## src/rtl/decode_queue_pkg.sv

```systemverilog
// decode_queue_pkg
//   Shared constants for the decode stage: MIPS-style opcode and funct
//   encodings, the R/I/J instruction-type encodings, the canonical
//   illegal opcode and the width of a decoded bundle.
//   No ports; imported by decode_queue and bundle_fifo.
package decode_queue_pkg;

    // Instruction type encodings driven on out_inst_type
    localparam logic [1:0] TYPE_R = 2'd0;
    localparam logic [1:0] TYPE_I = 2'd1;
    localparam logic [1:0] TYPE_J = 2'd2;

    // Opcodes
    localparam logic [5:0] OP_RTYPE  = 6'h00;
    localparam logic [5:0] OP_REGIMM = 6'h01;   // BGEZ / BLTZ, selected by rt
    localparam logic [5:0] OP_J      = 6'h02;
    localparam logic [5:0] OP_JAL    = 6'h03;
    localparam logic [5:0] OP_BEQ    = 6'h04;
    localparam logic [5:0] OP_BNE    = 6'h05;
    localparam logic [5:0] OP_BLEZ   = 6'h06;
    localparam logic [5:0] OP_BGTZ   = 6'h07;
    localparam logic [5:0] OP_ADDI   = 6'h08;
    localparam logic [5:0] OP_ADDIU  = 6'h09;
    localparam logic [5:0] OP_SLTI   = 6'h0A;
    localparam logic [5:0] OP_SLTIU  = 6'h0B;
    localparam logic [5:0] OP_ANDI   = 6'h0C;
    localparam logic [5:0] OP_ORI    = 6'h0D;
    localparam logic [5:0] OP_XORI   = 6'h0E;
    localparam logic [5:0] OP_LUI    = 6'h0F;
    localparam logic [5:0] OP_LB     = 6'h20;
    localparam logic [5:0] OP_LH     = 6'h21;
    localparam logic [5:0] OP_LW     = 6'h23;
    localparam logic [5:0] OP_LBU    = 6'h24;
    localparam logic [5:0] OP_LHU    = 6'h25;
    localparam logic [5:0] OP_SB     = 6'h28;
    localparam logic [5:0] OP_SH     = 6'h29;
    localparam logic [5:0] OP_SW     = 6'h2B;

    // Unassigned opcode, the canonical illegal instruction
    localparam logic [5:0] OP_ERR    = 6'h3F;

    // R-type shift functs (the only R-type forms that carry an immediate)
    localparam logic [5:0] FN_SLL    = 6'h00;
    localparam logic [5:0] FN_SRL    = 6'h02;
    localparam logic [5:0] FN_SRA    = 6'h03;

    // Bundle layout, MSB first:
    //   pc | inst_type | op_code | funct | rs | rt | rd | shamt | imm | is_load | illegal
    function automatic int unsigned bundle_w(input int unsigned w, input int unsigned ra_w);
        return 2 * w + 2 + 6 + 6 + 3 * ra_w + 5 + 1 + 1;
    endfunction

endpackage

```

## src/rtl/decode_queue_bundle_fifo.sv

```systemverilog
// bundle_fifo
//   Small FIFO holding decoded bundles. The head entry is kept in its own
//   register so the consumer-facing data is register-driven and holds its
//   last value while the FIFO is empty.
//   Ports:
//     clk, rst      clock, synchronous active-low reset
//     push_i        write wdata_i at the tail (ignored when full or flushing)
//     pop_i         drop the head entry (ignored when empty or flushing)
//     flush_i       empty the FIFO; same-cycle push and pop are void
//     wdata_i       bundle to enqueue
//     full_o        DEPTH entries held
//     empty_o       no entries held
//     head_o        registered head bundle
//   DEPTH must be a power of two (2..8) so the pointers wrap naturally.
module bundle_fifo
    import decode_queue_pkg::*;
#(
    parameter int DATA_W = 32,
    parameter int DEPTH  = 2
) (
    input  logic              clk,
    input  logic              rst,
    input  logic              push_i,
    input  logic              pop_i,
    input  logic              flush_i,
    input  logic [DATA_W-1:0] wdata_i,
    output logic              full_o,
    output logic              empty_o,
    output logic [DATA_W-1:0] head_o
);

    localparam int PTR_W = $clog2(DEPTH);
    localparam int CNT_W = PTR_W + 1;

    logic [DATA_W-1:0] mem_q [DEPTH];
    logic [PTR_W-1:0]  wr_ptr_q, wr_ptr_d;
    logic [PTR_W-1:0]  rd_ptr_q, rd_ptr_d;
    logic [CNT_W-1:0]  cnt_q, cnt_d;
    logic [DATA_W-1:0] head_q, head_d;
    logic [PTR_W-1:0]  rd_next;
    logic              do_push, do_pop;

    assign full_o  = (cnt_q == CNT_W'(DEPTH));
    assign empty_o = (cnt_q == '0);
    assign head_o  = head_q;

    assign do_push = push_i && !full_o  && !flush_i;
    assign do_pop  = pop_i  && !empty_o && !flush_i;
    assign rd_next = rd_ptr_q + PTR_W'(1);

    always_comb begin
        wr_ptr_d = wr_ptr_q;
        rd_ptr_d = rd_ptr_q;
        cnt_d    = cnt_q;
        head_d   = head_q;
        if (flush_i) begin
            wr_ptr_d = '0;
            rd_ptr_d = '0;
            cnt_d    = '0;
        end else begin
            if (do_push) begin
                wr_ptr_d = wr_ptr_q + PTR_W'(1);
            end
            if (do_pop) begin
                rd_ptr_d = rd_next;
            end
            cnt_d = cnt_q + CNT_W'(do_push) - CNT_W'(do_pop);

            // Next head: the following stored entry if there is one, else the
            // entry being written this cycle, else keep the old value.
            if (do_pop) begin
                if (cnt_q > CNT_W'(1)) begin
                    head_d = mem_q[rd_next];
                end else if (do_push) begin
                    head_d = wdata_i;
                end
            end else if (empty_o && do_push) begin
                head_d = wdata_i;
            end
        end
    end

    always_ff @(posedge clk) begin
        if (!rst) begin
            wr_ptr_q <= '0;
            rd_ptr_q <= '0;
            cnt_q    <= '0;
            head_q   <= '0;
        end else begin
            wr_ptr_q <= wr_ptr_d;
            rd_ptr_q <= rd_ptr_d;
            cnt_q    <= cnt_d;
            head_q   <= head_d;
        end
    end

    // Storage needs no reset; an entry is only read after it was written.
    always_ff @(posedge clk) begin
        if (rst && do_push) begin
            mem_q[wr_ptr_q] <= wdata_i;
        end
    end

endmodule

```

## src/rtl/decode_queue.sv

```systemverilog
// decode_queue
//   Registered instruction-decode stage between fetch and issue. Each
//   accepted instruction is cracked into fields plus an extended immediate
//   (or absolute jump target) and buffered in bundle_fifo. A one-bubble
//   load-use interlock and a synchronous flush are enforced here.
//   Ports:
//     clk, rst                 clock, synchronous active-low reset
//     flush                    discard buffered and incoming instructions
//     in_valid/in_ready        fetch handshake; in_inst, in_pc payload
//     out_valid/out_ready      issue handshake on the head bundle
//     out_pc .. out_illegal    registered fields of the head bundle
module decode_queue
    import decode_queue_pkg::*;
#(
    parameter int W          = 32,
    parameter int REG_ADDR_W = 5,
    parameter int DEPTH      = 2
) (
    input  logic                  clk,
    input  logic                  rst,
    input  logic                  flush,
    input  logic                  in_valid,
    output logic                  in_ready,
    input  logic [W-1:0]          in_inst,
    input  logic [W-1:0]          in_pc,
    output logic                  out_valid,
    input  logic                  out_ready,
    output logic [W-1:0]          out_pc,
    output logic [1:0]            out_inst_type,
    output logic [5:0]            out_op_code,
    output logic [5:0]            out_funct,
    output logic [REG_ADDR_W-1:0] out_rs,
    output logic [REG_ADDR_W-1:0] out_rt,
    output logic [REG_ADDR_W-1:0] out_rd,
    output logic [4:0]            out_shamt,
    output logic [W-1:0]          out_imm,
    output logic                  out_is_load,
    output logic                  out_illegal
);

    localparam int BUNDLE_W = int'(bundle_w(W, REG_ADDR_W));

    logic [5:0]            op, funct;
    logic [REG_ADDR_W-1:0] rs, rt, rd;
    logic [4:0]            shamt;
    logic [1:0]            inst_type;
    logic [W-1:0]          imm;
    logic                  is_load, illegal, reads_rt;
    logic [3:0]            pc4_hi;

    logic [REG_ADDR_W-1:0] last_load_rt_q, last_load_rt_d;
    logic                  interlock, push, pop;
    logic                  fifo_full, fifo_empty;
    logic [BUNDLE_W-1:0]   bundle_in, bundle_head;

    // Top nibble of pc+4: adding 4 only carries into it when pc[W-5:2] is all ones.
    assign pc4_hi = in_pc[W-1:W-4] + {3'b000, &in_pc[W-5:2]};

    always_comb begin
        op        = in_inst[31:26];
        funct     = in_inst[5:0];
        rs        = REG_ADDR_W'(in_inst[25:21]);
        rt        = REG_ADDR_W'(in_inst[20:16]);
        rd        = REG_ADDR_W'(in_inst[15:11]);
        shamt     = in_inst[10:6];
        inst_type = TYPE_I;
        imm       = '0;
        is_load   = 1'b0;
        illegal   = 1'b0;
        reads_rt  = 1'b0;
        case (op)
            OP_RTYPE: begin
                inst_type = TYPE_R;
                reads_rt  = 1'b1;
                if (funct == FN_SLL || funct == FN_SRL || funct == FN_SRA) begin
                    imm = W'(shamt);
                end
            end
            OP_REGIMM, OP_BLEZ, OP_BGTZ: begin
                imm = W'($signed({in_inst[15:0], 2'b00}));
            end
            OP_BEQ, OP_BNE: begin
                imm      = W'($signed({in_inst[15:0], 2'b00}));
                reads_rt = 1'b1;
            end
            OP_J, OP_JAL: begin
                inst_type = TYPE_J;
                imm       = W'({pc4_hi, in_inst[25:0], 2'b00});
            end
            OP_ADDI, OP_ADDIU, OP_SLTI, OP_SLTIU: begin
                imm = W'($signed(in_inst[15:0]));
            end
            OP_ANDI, OP_ORI, OP_XORI: begin
                imm = W'(in_inst[15:0]);
            end
            OP_LUI: begin
                imm = W'({in_inst[15:0], 16'h0000});
            end
            OP_LB, OP_LH, OP_LW, OP_LBU, OP_LHU: begin
                imm     = W'($signed(in_inst[15:0]));
                is_load = 1'b1;
            end
            OP_SB, OP_SH, OP_SW: begin
                imm      = W'($signed(in_inst[15:0]));
                reads_rt = 1'b1;
            end
            default: begin
                illegal = 1'b1;
            end
        endcase
    end

    assign interlock = in_valid && (last_load_rt_q != '0) &&
                       ((rs == last_load_rt_q) || (reads_rt && (rt == last_load_rt_q)));

    // No path from out_ready: a full FIFO refuses input even while draining.
    assign in_ready = rst && !fifo_full && !interlock;
    assign push     = in_valid && in_ready && !flush;
    assign pop      = out_valid && out_ready;

    // Clearing on interlock is what limits the stall to a single bubble.
    always_comb begin
        last_load_rt_d = last_load_rt_q;
        if (flush) begin
            last_load_rt_d = '0;
        end else if (push) begin
            last_load_rt_d = is_load ? rt : '0;
        end else if (interlock) begin
            last_load_rt_d = '0;
        end
    end

    always_ff @(posedge clk) begin
        if (!rst) begin
            last_load_rt_q <= '0;
        end else begin
            last_load_rt_q <= last_load_rt_d;
        end
    end

    assign bundle_in = {in_pc, inst_type, op, funct, rs, rt, rd, shamt, imm, is_load, illegal};

    bundle_fifo #(
        .DATA_W (BUNDLE_W),
        .DEPTH  (DEPTH)
    ) u_fifo (
        .clk     (clk),
        .rst     (rst),
        .push_i  (push),
        .pop_i   (pop),
        .flush_i (flush),
        .wdata_i (bundle_in),
        .full_o  (fifo_full),
        .empty_o (fifo_empty),
        .head_o  (bundle_head)
    );

    assign out_valid = !fifo_empty;
    assign {out_pc, out_inst_type, out_op_code, out_funct, out_rs, out_rt, out_rd,
            out_shamt, out_imm, out_is_load, out_illegal} = bundle_head;

endmodule
```

## config.mk

```make
export PLATFORM = sky130hd
export DESIGN_NAME = decode_queue
export DESIGN_NICKNAME = d
export VERILOG_FILES = /design/src/rtl/decode_queue_pkg.sv /design/src/rtl/decode_queue_bundle_fifo.sv /design/src/rtl/decode_queue.sv
export SDC_FILE = /design/constraint.sdc
export NUM_CORES = 1
export LEC_CHECK = 0
export CORE_UTILIZATION = 56
export DETAILED_ROUTE_END_ITERATION = 10
export PLACE_DENSITY = 0.81
export SLEW_MARGIN = 20
export SYNTH_ARGS = -nofsm -noshare
export SYNTH_HDL_FRONTEND = slang
export SYNTH_SLANG_ARGS = --single-unit
```

## constraint.sdc

```tcl
create_clock -name clk -period 11.5 [get_ports clk]
set_clock_uncertainty 0.1 [all_clocks]
set_input_delay 1.15 -clock clk [delete_from_list [all_inputs] [get_ports clk]]
set_output_delay 1.15 -clock clk [all_outputs]
set_load 0.01 [all_outputs]
```

# Word-level counts from Yosys, hierarchy flattened
# Memories as Yosys holds them, arrays and structs flattened.
# Index checks and enable logic that the tools add are counted.
op_classes:
  add_sub_neg: 5
  order_cmp: 1
  eq_ne: 29
  muxes: 15
  n_bitwise: 2
  n_reduce_logical: 37
ops:
  columns: ["cell", "n"]
  rows:
  - ["100-bit two-way mux", 4]
  - ["32-bit one-hot mux with 6 select lines", 1]
  - ["6-bit by 4-bit == test with 1-bit output, second input constant", 8]
  - ["6-bit == test, second input constant", 8]
  - ["26-bit AND reduction", 1]
  - ["6-bit by 2-bit == test with 1-bit output, second input constant", 4]
  - ["6-bit by 3-bit == test with 1-bit output, second input constant", 4]
  - ["24-bit OR reduction", 1]
  - ["5-bit two-way mux", 4]
  - ["1-bit logical AND", 14]
  - ["6-bit logical NOT", 2]
  - ["12-bit OR reduction", 1]
  - ["5-bit == test", 2]
  - ["5-bit OR reduction", 2]
  - ["6-bit by 1-bit == test with 1-bit output, second input constant", 1]
  - ["6-bit OR reduction", 1]
  - ["1-bit two-way mux", 5]
  - ["5-bit nonzero test", 1]
  - ["4-bit by 1-bit adder with 4-bit output", 1]
  - ["1-bit logical NOT", 4]
  - ["2-bit one-hot mux with 2 select lines", 1]
  - ["2-bit nonzero test", 2]
  - ["2-bit OR reduction", 2]
  - ["1-bit logical OR", 3]
  - ["10 further kinds", 12]
word_totals:
  register_bits: 109
  mem_bits_rw: 200
  inputBits: 69
  output_inout_bits: 102
  word_cells: 95
  memories: 1
memory_table:
  columns: ["name", "depth", "word_bits", "read_ports", "rd_ports_with_merged_regs", "write_ports", "line_no", "rtl"]
  rows:
  - ["u_fifo.mem_q", 2, 100, 1, 0, 1, "decode_queue_bundle_fifo.sv:35", "logic [DATA_W-1:0] mem_q [DEPTH];"]

# Longest topological paths before layout
depth:
  ltp_word: 15
  ltp_mapped: 10
  depth_no_buf: 9

# Cells and area by module
# From an unflattened synthesis, not the netlist that was laid out.
unflattened:
  hier_cells: 817
  area_unflattened_um2: 13529.2
by_module_without_submodules:
  columns: ["module", "n_inst", "cells_each", "area_each_um2", "seq_area_each_um2"]
  rows:
  - ["bundle_fifo", 1, 678, 12353.1, 8087.8]
  - ["decode_queue", 1, 139, 1176.1, 100.1]

# Worst setup path before layout
# No wires, ideal clock.
synth_timing:
  path_kind: "input-to-reg"
  startpoint: "input in_inst[28]"
  endpoint: "memory u_fifo.mem_q[1][0] in the netlist's numbering, enable pin"
  setup_ns: 0.702
  arrival_time_ns: 9.365
  required_ns: 10.698
  setup_slack_ns: 1.333
  path_stages: 6
  path_buffers: 1
  cell_sequence: "buf_2 -> nor2b_1 -> nor3_2 -> o2111ai_2 -> a21oi_1 -> nor3b_1"
synth_via:
  elab_chain_len: 15
  elab_cells_between_ends: 20
  cone_classes: "eq/ne (5); mux (3); reduce/logical (12)"
synth_lines:
  columns: ["item", "line_no", "rtl"]
  rows:
  - ["start, declared", "decode_queue.sv:24", "input logic [W-1:0] in_inst,"]
  - ["6-bit == test (tied with other cells)", "decode_queue.sv:71", "case (op)"]
  - ["6-bit OR reduction (no source line) (*)", null, null]
  - ["1-bit two-way mux (*)", "decode_queue.sv:71", null]
  - ["1-bit logical AND (*)", "decode_queue.sv:114", "((rs == last_load_rt_q) || (reads_rt && (rt == last_load_rt_q)));"]
  - ["1-bit logical OR (*)", "decode_queue.sv:114", null]
  - ["1-bit logical AND (*)", "decode_queue.sv:113", "assign interlock = in_valid && (last_load_rt_q != '0) &&"]
  - ["1-bit logical NOT (*)", "decode_queue.sv:117", "assign in_ready = rst && !fifo_full && !interlock;"]
  - ["1-bit logical AND (*)", "decode_queue.sv:117", null]
  - ["1-bit logical AND (*) (2 in series)", "decode_queue.sv:118", "assign push = in_valid && in_ready && !flush;"]
  - ["1-bit logical AND (*) (2 in series)", "decode_queue_bundle_fifo.sv:47", "assign do_push = push_i && !full_o && !flush_i;"]
  - ["1-bit logical AND (*)", "decode_queue_bundle_fifo.sv:99", "if (rst && do_push) begin"]
  - ["1-bit two-way mux (*)", "decode_queue_bundle_fifo.sv:99", null]
  - ["1-bit two-way mux (not written as such) (*)", "decode_queue_bundle_fifo.sv:100", "mem_q[wr_ptr_q] <= wdata_i;"]
  - ["end, declared", "decode_queue_bundle_fifo.sv:35", null]
# Every way passes the cells marked *; elsewhere a longest branch is shown, timed or not.

# Worst setup path in the final report
layout_timing:
  startpoint: "input in_inst[28]"
  endpoint: "output in_ready"
layout_via:
  elab_chain_len: 8
  elab_cells_between_ends: 13
  cone_classes: "eq/ne (5); mux (1); reduce/logical (7)"
layout_lines:
  columns: ["item", "line_no", "rtl"]
  rows:
  - ["6-bit == test (tied with other cells)", "decode_queue.sv:71", null]
  - ["6-bit OR reduction (no source line) (*)", null, null]
  - ["1-bit two-way mux (*)", "decode_queue.sv:71", null]
  - ["1-bit logical AND (*)", "decode_queue.sv:114", null]
  - ["1-bit logical OR (*)", "decode_queue.sv:114", null]
  - ["1-bit logical AND (*)", "decode_queue.sv:113", null]
  - ["1-bit logical NOT (*)", "decode_queue.sv:117", null]
  - ["1-bit logical AND (*)", "decode_queue.sv:117", null]
  - ["end, declared", "decode_queue.sv:23", "output logic in_ready,"]
# Marked as above.

==> impl_metrics.tcl <==
set metrics [dict create \
    fp.dieW_um 158 \
    relSlewSlack 0.273 \
    finalMaxSlewViolations 0 \
    die_h_um 158 \
    drive_above_1_share 0.0777 \
    power.total_mw 2.56 \
    wl_per_cell_um 20.1 \
    ctsResizeCount 0 \
    htree_levels 2 \
    synthFlopType "edfxtp_1" \
    ant_nets 0 \
    fin_util 0.697 \
    crit_required_ps 10250 \
    fmaxAchievable_mhz 186 \
    synthesis.nets 1161 \
    grt_max_degree 114 \
    r2r-start "u_fifo.cnt_q[1]" \
    synthToLayoutAreaGrowth_pct 21.5 \
    maxCapViolCount 0 \
    final_cell_mix "nand2_1 (209), mux2i_1 (200), edfxtp_1 (200)" \
    async_reset_ff_frac 0 \
    clock_sinks 309 \
    yosysWarnings 0 \
    ctsHoldBuffers 0 \
    r2r_end "u_fifo.head_o[22]" \
    cp_cell_sequence "clkdlybuf4s50_1 -> nor2b_1 -> nor3_2 -> o2111ai_2 -> a21oi_1 -> nor2_1 -> clkdlybuf4s50_1" \
    end_kind "output pin" \
    swShare 0.214 \
    cts_tree "done" \
    yosysSeqAreaShare 0.604 \
    port_buffers 170 \
    dpl.hpwl_um 18800 \
    firstDrtPassIters 5 \
    grt_pass1_wl_um 47900 \
    gp_congestion 0.840 \
    ys_seq_elements 309 \
    fin_crit_ps 5370 \
    cpMostUsedCell "clkdlybuf4s50_1" \
    worstMarginPinSlew_ps 1090 \
    whs_endpoint "u_fifo.head_o[98]" \
    nets 1295 \
    critical_path_peak_fanout 22 \
    clock_path_buffers 3 \
    drt_wl_total_um 31400 \
    final_common_cell "nand2_1" \
    rows 56 \
    pwr-share-clk 0.439 \
    antenna_found_initial 0 \
    grt_usage 0.253 \
    dieArea_mm2 0.0248 \
    wl_met3_um 1960 \
    r2r_cells 6 \
    rsz0062_at_grt "no" \
    synth.avg_cell_area_um2 12.5 \
    whs_ps 356 \
    synth_cell_type_count 56 \
    antenna_cells 0 \
    top_layer "met4" \
    p_sw_mw 0.548 \
    dr.first_iter.drc_count 738 \
    viasPerCell 5.82 \
    power_density_mw_per_mm2 155 \
    internal_power_mw 2.01 \
    cts_buffers 34 \
    arrival_ps 4120 \
    cts_root_buf "clkbuf_16" \
    pwr-share-seq 0.481 \
    synth_cells 1088 \
    comb_power_share 0.080 \
    coreArea_mm2 0.0236 \
    cpMaxStageDelayCell "clkdlybuf4s50_1" \
    crit_path_start_kind "primary input" \
    hp-start "u_fifo.head_o[98]" \
    grt_pass1_vias 8802 \
    worst-r2r-setup-slack_ps 8300 \
    num_io_pins 171 \
    hp-class "reg -> reg" \
    start_util 0.574 \
    hold_depth 2 \
    clkLatencyLatePin_ps 510 \
    syn-cell-area_mm2 0.0135 \
    status "finished, final reports clean" \
    fin_setup_tns_ps 0 \
    drc_errors 0 \
    wl_met1_um 13000 \
    path_clk_slew_ps 50 \
    timing_worst_setup_path_type "in -> out" \
    grt_overflow 0 \
    p_leak_nw 5.70 \
    vias 9125 \
    synth_edf_count 200 \
    slowest_delay_ps 950 \
    final-hold-violation-count 0 \
    met2_length_um 15600 \
    setup_violations 0 \
    cts_setup_buffers 0 \
    vdd_drop_max_mv 0.107 \
    finalCritPeriodShare 0.467 \
]
## cell families after synthesis
logic type                 after synthesis  share of synthesized area
DFF                                    309                      0.604
AOI/OAI and AO/OA                      167                     0.0958
muxes                                  201                      0.149
adders and majority gates                4                    0.00369
xor gates and xnor gates                14                    0.00905
buffers and inverters                   89                     0.0391
and+or+nand+nor                        304                     0.0995
## registers in the layout (all words and copies together), names as in the netlist
| register | flops |
|---|---|
| u_fifo.wr_ptr_q | 1 |
| u_fifo.cnt_q | 2 |
| u_fifo.rd_ptr_q | 1 |
| u_fifo.mem_q | 200 |
| u_fifo.head_o | 100 |
| last_load_rt_q | 5 |
## cells in the mapped netlist, drive strengths merged, types with 3 or more instances
library cell  number  area (um2)
o211ai            82         616
nand2b             4        25.0
buf               33         319
inv                6        22.5
nor4               4        37.5
or3                3        18.8
clkbuf            50         188
xnor2              3        26.3
nand3              6        30.0
edfxtp           200        6010
and2               3        18.8
nor2b              7        43.8
nand4              6        37.5
o21ai             10        50.0
mux2i            200        2000
a21oi              6        30.0
or4                3        22.5
a31o               3        26.3
a22o              26         228
o31a               3        26.3
nor2              20        75.1
or2               18         113
xor2              11        96.3
ha                 4        50.1
a211o              3        26.3
a22oi              5        37.5
nand2            209         785
o311ai            15         131
a31oi              3        18.8
nor3              15        91.3
dfxtp            109        2180
## power by group through the flow
stage | combinational (mW) | sequential, mW | clock (mW)
floorplan | 0.105 | 1.26 | 0
finish | 0.206 | 1.23 | 1.12
global placement | 0.201 | 1.25 | 0
CTS | 0.206 | 1.23 | 1.14
global route | 0.220 | 1.23 | 1.19
detailed placement | 0.205 | 1.25 | 0
## critical path: cells and delay by family
kind	cells	cell delay, ps
AND/OR/NAND/NOR	3	580
buffers and inverters	2	1470
AO/OA/AOI/OAI	2	910
## cell type report
cell class              count  area (um2)
multi-input cells         690        4870
repair buffers            181        1790
clock buffers              46        1000
well taps                 319         399
fillers                  1702        7150
inverters                   6        22.5
clock inverters            16         184
flip-flops and latches    309        8190
## metrics by stage
| step | instance area, um2 | setup slack (ps) | instances |
|---|---|---|---|
| after floorplan | 13500 | 1330 | 1088 |
| after global placement | 15300 | 6260 | 1505 |
| after detailed placement | 15300 | 6180 | 1505 |
| after CTS | 16500 | 6140 | 1567 |
| after global routing | 16500 | 5970 | 1567 |
| final | 16500 | 6130 | 1567 |
## worst max-delay path by stage
stage                      startpoint  depth (start not counted)            endpoint
after global routing      in_inst[28]                          7            in_ready
after detailed placement  in_inst[28]                          7            in_ready
after floorplan           in_inst[28]                          6  u_fifo.mem_q[1][0]
after global placement    in_inst[28]                          7            in_ready
after CTS                 in_inst[28]                          7            in_ready
final                     in_inst[28]                          7            in_ready
## per-layer routing
layer,vias to the layer above,GRT usage
met1,4421,0.319
met3,52,0.0421
li1,4323,-
met2,329,0.438
met4,0,0.0915
met5,-,0
No activity file was read; power rests on OpenSTA's default activity.
